File: config.mk
export PLATFORM = sky130hd
export DESIGN_NAME = rk4_stream_packer
export DESIGN_NICKNAME = d
export VERILOG_FILES = /design/src/rtl/rk4_stream_packer.sv
export SDC_FILE = /design/constraint.sdc
export NUM_CORES = 1
export LEC_CHECK = 0
export ABC_AREA = 1
export CORE_UTILIZATION = 45
export DETAILED_ROUTE_END_ITERATION = 16
export SKIP_LAST_GASP = 1
export SLEW_MARGIN = 20
export SYNTH_ARGS = -nofsm -noshare
export SYNTH_HDL_FRONTEND = slang
export SYNTH_SLANG_ARGS = --single-unit
File: constraint.sdc
create_clock -name clk -period 17 [get_ports clk]
set_clock_uncertainty 0.05 [all_clocks]
set_input_delay 1.7 -clock clk [delete_from_list [all_inputs] [get_ports clk]]
set_output_delay 1.7 -clock clk [all_outputs]
set_load 0.01 [all_outputs]
File: src/rtl/rk4_stream_packer.sv
// Packs multi-channel RK4 solver samples into a little-endian byte stream for a
// UART transmitter, appending an end-of-stream marker after the last sample of a run.
module rk4_stream_packer #(
    parameter int          WORD_W     = 32,
    parameter int          NUM_CH     = 2,
    parameter int          FIFO_DEPTH = 16,
    parameter logic [63:0] EOS_WORD   = 64'h0000_0000_DEAD_BEEF
) (
    input  logic                         clk,
    input  logic                         rst_n,
    input  logic                         s_valid,
    output logic                         s_ready,
    input  logic [NUM_CH*WORD_W-1:0]     s_data,
    input  logic                         s_last,
    input  logic [NUM_CH-1:0]            ch_en,
    input  logic                         abort,
    output logic                         tx_valid,
    input  logic                         tx_ready,
    output logic [7:0]                   tx_byte,
    output logic                         busy,
    output logic [$clog2(FIFO_DEPTH):0]  fifo_level,
    output logic [15:0]                  sample_cnt
);

    localparam int DW  = NUM_CH * WORD_W;
    localparam int BPW = WORD_W / 8;
    localparam int AW  = $clog2(FIFO_DEPTH);
    localparam int LW  = AW + 1;
    localparam int NB  = NUM_CH * BPW;
    localparam int CW  = $clog2(NB + 1);

    localparam logic [1:0] IDLE = 2'd0;
    localparam logic [1:0] LOAD = 2'd1;
    localparam logic [1:0] SEND = 2'd2;
    localparam logic [1:0] EOS  = 2'd3;

    localparam logic [LW-1:0] FULL_LVL  = LW'(FIFO_DEPTH);
    localparam logic [DW-1:0] EOS_SH    = DW'(EOS_WORD[WORD_W-1:0]);
    localparam logic [CW-1:0] EOS_BYTES = CW'(BPW);
    localparam logic [CW-1:0] ONE_BYTE  = CW'(1);

    logic [DW:0]     r_mem [FIFO_DEPTH];
    logic [AW-1:0]   r_wp, r_rp;
    logic [LW-1:0]   r_level;
    logic            r_rdy_en;

    logic [1:0]      r_state;
    logic [DW-1:0]   r_sh;
    logic [CW-1:0]   r_cnt;
    logic            r_last;
    logic            r_drop;
    logic            r_txv;
    logic [15:0]     r_scnt;

    logic            w_abort;
    logic            w_push;
    logic            w_pop;
    logic            w_xfer;
    logic [DW-1:0]   w_rd_data;
    logic            w_rd_last;
    logic [DW-1:0]   w_pack;
    logic [CW-1:0]   w_nb;
    logic [15:0]     w_scnt_inc;

    // The EOS marker is never cut short, so abort has no effect once it is on the wire.
    assign w_abort    = abort && (r_state != EOS);
    assign s_ready    = r_rdy_en && (r_level != FULL_LVL);
    assign w_push     = s_valid && s_ready && !w_abort;
    assign w_pop      = (r_state == LOAD) && !w_abort;
    assign w_xfer     = r_txv && tx_ready;
    assign {w_rd_last, w_rd_data} = r_mem[r_rp];
    assign w_scnt_inc = (r_scnt == 16'hFFFF) ? r_scnt : r_scnt + 16'd1;

    assign tx_valid   = r_txv;
    assign tx_byte    = r_txv ? r_sh[7:0] : 8'h00;
    assign busy       = (r_level != '0) || (r_state != IDLE);
    assign fifo_level = r_level;
    assign sample_cnt = r_scnt;

    // Compact enabled channels so the lowest enabled one lands in the LSBs.
    always_comb begin
        w_pack = '0;
        w_nb   = '0;
        for (int k = NUM_CH - 1; k >= 0; k--) begin
            if (ch_en[k]) begin
                w_pack = (w_pack << WORD_W) | DW'(w_rd_data[k*WORD_W +: WORD_W]);
                w_nb   = w_nb + CW'(BPW);
            end
        end
    end

    always_ff @(posedge clk) begin
        if (w_push) r_mem[r_wp] <= {s_last, s_data};
    end

    always_ff @(posedge clk or negedge rst_n) begin
        if (!rst_n) begin
            r_wp     <= '0;
            r_rp     <= '0;
            r_level  <= '0;
            r_rdy_en <= 1'b0;
        end else begin
            r_rdy_en <= 1'b1;
            if (w_abort) begin
                r_wp    <= '0;
                r_rp    <= '0;
                r_level <= '0;
            end else begin
                if (w_push) r_wp <= r_wp + AW'(1);
                if (w_pop)  r_rp <= r_rp + AW'(1);
                r_level <= r_level + LW'(w_push) - LW'(w_pop);
            end
        end
    end

    always_ff @(posedge clk or negedge rst_n) begin
        if (!rst_n) begin
            r_state <= IDLE;
            r_sh    <= '0;
            r_cnt   <= '0;
            r_last  <= 1'b0;
            r_drop  <= 1'b0;
            r_txv   <= 1'b0;
            r_scnt  <= '0;
        end else begin
            case (r_state)
                IDLE: begin
                    if (w_abort) begin
                        r_state <= EOS;
                        r_sh    <= EOS_SH;
                        r_cnt   <= EOS_BYTES;
                        r_txv   <= 1'b1;
                        r_drop  <= 1'b0;
                    end else if (r_level != '0) begin
                        r_state <= LOAD;
                    end
                end
                LOAD: begin
                    if (w_abort) begin
                        r_state <= EOS;
                        r_sh    <= EOS_SH;
                        r_cnt   <= EOS_BYTES;
                        r_txv   <= 1'b1;
                        r_drop  <= 1'b0;
                    end else if (w_nb != '0) begin
                        r_last  <= w_rd_last;
                        r_sh    <= w_pack;
                        r_cnt   <= w_nb;
                        r_txv   <= 1'b1;
                        r_state <= SEND;
                    end else begin
                        r_scnt <= w_scnt_inc;
                        if (w_rd_last) begin
                            r_state <= EOS;
                            r_sh    <= EOS_SH;
                            r_cnt   <= EOS_BYTES;
                            r_txv   <= 1'b1;
                            r_drop  <= 1'b0;
                        end else begin
                            r_state <= IDLE;
                        end
                    end
                end
                SEND: begin
                    // A stalled byte stays on the wire after abort; r_drop remembers to bail out once it goes.
                    if (w_xfer) begin
                        if (w_abort || r_drop) begin
                            r_state <= EOS;
                            r_sh    <= EOS_SH;
                            r_cnt   <= EOS_BYTES;
                            r_txv   <= 1'b1;
                            r_drop  <= 1'b0;
                        end else if (r_cnt == ONE_BYTE) begin
                            r_scnt <= w_scnt_inc;
                            if (r_last) begin
                                r_state <= EOS;
                                r_sh    <= EOS_SH;
                                r_cnt   <= EOS_BYTES;
                                r_txv   <= 1'b1;
                            end else begin
                                r_state <= IDLE;
                                r_txv   <= 1'b0;
                            end
                        end else begin
                            r_sh  <= r_sh >> 8;
                            r_cnt <= r_cnt - ONE_BYTE;
                        end
                    end else if (w_abort) begin
                        r_drop <= 1'b1;
                    end
                end
                default: begin
                    if (w_xfer) begin
                        if (r_cnt == ONE_BYTE) begin
                            r_state <= IDLE;
                            r_txv   <= 1'b0;
                            r_scnt  <= '0;
                        end else begin
                            r_sh  <= r_sh >> 8;
                            r_cnt <= r_cnt - ONE_BYTE;
                        end
                    end
                end
            endcase
        end
    end

endmodule

==> flow_summary.yaml <==
clock_tree:
  cts_resized: 0
  cts_setup_buffers: 0
  cts-htree-levels: 3
  numCtsBuffers: 118
  clockBufferDepth: 3
  cts_tree: "yes"
  clkTransAtPathRegs_ps: 60
  root_buffer: "clkbuf_16"
  ctsHoldBuffers: 0
  clock_sinks: 1143
  clk_latency_ps: 730
synth:
  syn_nets: 4894
  syn_area_sq_um: 49900
  synth-edff-count: 1040
  synth_warnings: 0
  synth_cell_types: 41
  synth-main-ff-cell: "edfxtp_1"
  avgSynthCellArea_sq_um: 10.4
  synthCells: 4803
  synth-seq-cells: 1143
  yosysSeqAreaShare_pct: 67.8
  ys_async_sr_fraction_pct: 9.01
worst_setup_path:
  crit_arrival_ps: 5260
  reg2reg_to: "r_mem[12][3]"
  cp_max_fo: 54
  startpoint_type: "primary input"
  crit_chain: "clkdlybuf4s50_1, nand2_2, inv_1, nor2_1, inv_1, nor3_2, buf_4"
  critical-path-top-delay-family: "buffers and inverters"
  cp-end-kind: "flip-flop"
  timing.critical_path.from: "abort"
  worstRegToRegCells: 9
  critPathRequiredTime_ps: 17260
  cp_slowest_cell: "buf_4"
  cpMostUsedCell: "inv_1"
  crit-reg2reg-launch: "r_state[0]"
  critical_path.max_stage_delay_ps: 920
  cp.depth: 7
  path_class: "primary input to flip-flop"
  rrSetupSlack_ps: 12050
  path_buf_inv: 4
  crit_path_end: "r_mem[12][3]"
placement:
  gp_congestion: 0.837
  dp_hpwl_microns: 71000
  io_buffers: 103
  dp.cells: 6173
  post_dp_cell_area_sq_um: 51800
  preCtsSetupSlack_ps: 11270
sta:
  rsz0062_at_grt: "false"
  slew_violations: 0
  timing.final.ws_setup_ps: 12000
  tns_ps: 0
  slew-limit-headroom_pct: 16.0
  period_share_pct: 29.4
  timing.hold.ws_ps: 435
  hold_viol_final: 0
  setup_viol: 0
  finalCriticalPeriod_ps: 5000
  fmax_mhz: 200
  tightestPinTransition_ps: 1260
power_and_ir_drop:
  p_total_mw: 8.09
  switchingPower_mw: 2.79
  power.share.switching_pct: 34.5
  seqPwrFrac_pct: 40.4
  intPower_mw: 5.30
  p_comb_share_pct: 27.5
  clock_power_share_pct: 32.1
  power.density_nw_per_um2: 145
  leakage_nw: 22.2
  ir_worst_vdd_uv: 96.4
detailed_routing:
  drt.antenna.violating_nets: 0
  post_drt_wl_per_cell_microns: 20.5
  vias: 33500
  drt_iter0_markers: 3162
  finalWirelength_microns: 131000
  first_pass_iters: 5
  drc: 0
  vias_per_cell: 5.24
floorplanning:
  core_sq_um: 109000
  die_x_microns: 335
  die_y_microns: 335
  rows: 121
  io_pins: 104
  die-area_sq_um: 112000
  start_util_pct: 45.6
global_routing:
  grt_usage_pct: 23.4
  grt_pass1_vias: 31500
  grt_pass1_wl_microns: 198000
  grt_max_degree: 203
  antenna_found_initial: 5
  gr-total-overflow: 0
finish:
  drive_above_1_share_pct: 6.10
  stdcell_area_sq_um: 55700
  syn_to_final_growth_pct: 11.7
  mostFrequentLayoutCells: "nand2_1 (1493), edfxtp_1 (1040), nand3_1 (722)"
  layout_commonest_cell: "nand2_1"
  nets: 4908
  instances_no_fill: 6393
  fin_util_pct: 51.0
hold_path:
  hold_path.class: "flip-flop to flip-flop"
job:
  maxCapViolations: 0
status:
  outcome: "finished, final reports clean"
## registers in the layout, indices dropped and copies added, names as in the netlist
name	flops
r_mem	1040
r_sh	64
sample_cnt	16
fifo_level	5
r_cnt	4
r_rp	4
r_wp	4
r_state	2
r_drop	1
r_last	1
r_rdy_en	1
tx_valid	1
## area by class of cell
class                   count  area, sq um
diodes                      1         2.50
clock buffers             153         3210
clock inverters            66          672
fillers                  9744        53600
inverters                 556         2110
multi-input cells        2839        12600
flip-flops and latches   1143        33800
well taps                1476         1850
repair buffers            159         1470
## cell families (layout without fill, tap and decap cells)
group | Yosys count | in the layout | share of synthesized area, %
compound gates | 268 | 268 | 2.90
xor+xnor | 15 | 15 | 0.263
simple gates | 2536 | 2536 | 21.4
buf+inv | 821 | 934 | 7.21
fa+ha+maj | 19 | 19 | 0.492
flops | 1143 | 1143 | 67.8
other cells | 1 | 2 | 0.00752
## power by group through the flow
| stage | clock network, mW | logic (mW) | registers (mW) |
|---|---|---|---|
| final | 2.60 | 2.23 | 3.27 |
| after global routing | 2.74 | 2.48 | 3.28 |
| after CTS | 2.64 | 2.23 | 3.26 |
| after detailed placement | 0 | 2.22 | 3.32 |
| after floorplan | 0 | 1.63 | 3.28 |
| after global placement | 0 | 2.21 | 3.32 |
## tightest hold or removal path, stage by stage, from the launching register on
cell	delay (ps)
dfrtp_1	340
nand2_1	60
nand2_1	50
## how the worst min path moves through the flow
stage	from	endpoint	depth (start not counted)
6_report	r_sh[12]	r_sh[12]	2
3_3_place_gp	r_sh[25]	r_sh[25]	2
5_1_grt	r_sh[12]	r_sh[12]	2
4_1_cts	r_sh[12]	r_sh[12]	2
2_1_floorplan	r_sh[0]	r_sh[0]	2
3_5_place_dp	r_sh[12]	r_sh[12]	2
## routing by layer
| metal | routed length [microns] | vias to the layer above | global-route usage, % |
|---|---|---|---|
| li1 | - | 15900 | - |
| met2 | 61900 | 1059 | 37.7 |
| met4 | 2990 | 4 | 6.38 |
| met5 | 27 | - | 0 |
| met1 | 58300 | 16400 | 33.3 |
| met3 | 8130 | 177 | 2.91 |
## cell usage after synthesis (14+ instances only)
cell type	instances	area [sq um]
buf_4	32	240
dfrtp_1	103	2580
o21ai_0	127	636
edfxtp_1	1040	31200
nor2_1	215	807
inv_1	549	2060
buf_2	108	541
nor3_1	51	255
buf_6	30	338
nand3_1	722	3610
o211ai_1	14	105
o21ai_1	32	160
nand2_1	1493	5600
buf_1	31	116
or2_2	40	250
ha_1	18	225
a21oi_1	68	340
clkbuf_1	60	225
No activity file was read; power rests on OpenSTA's default activity.
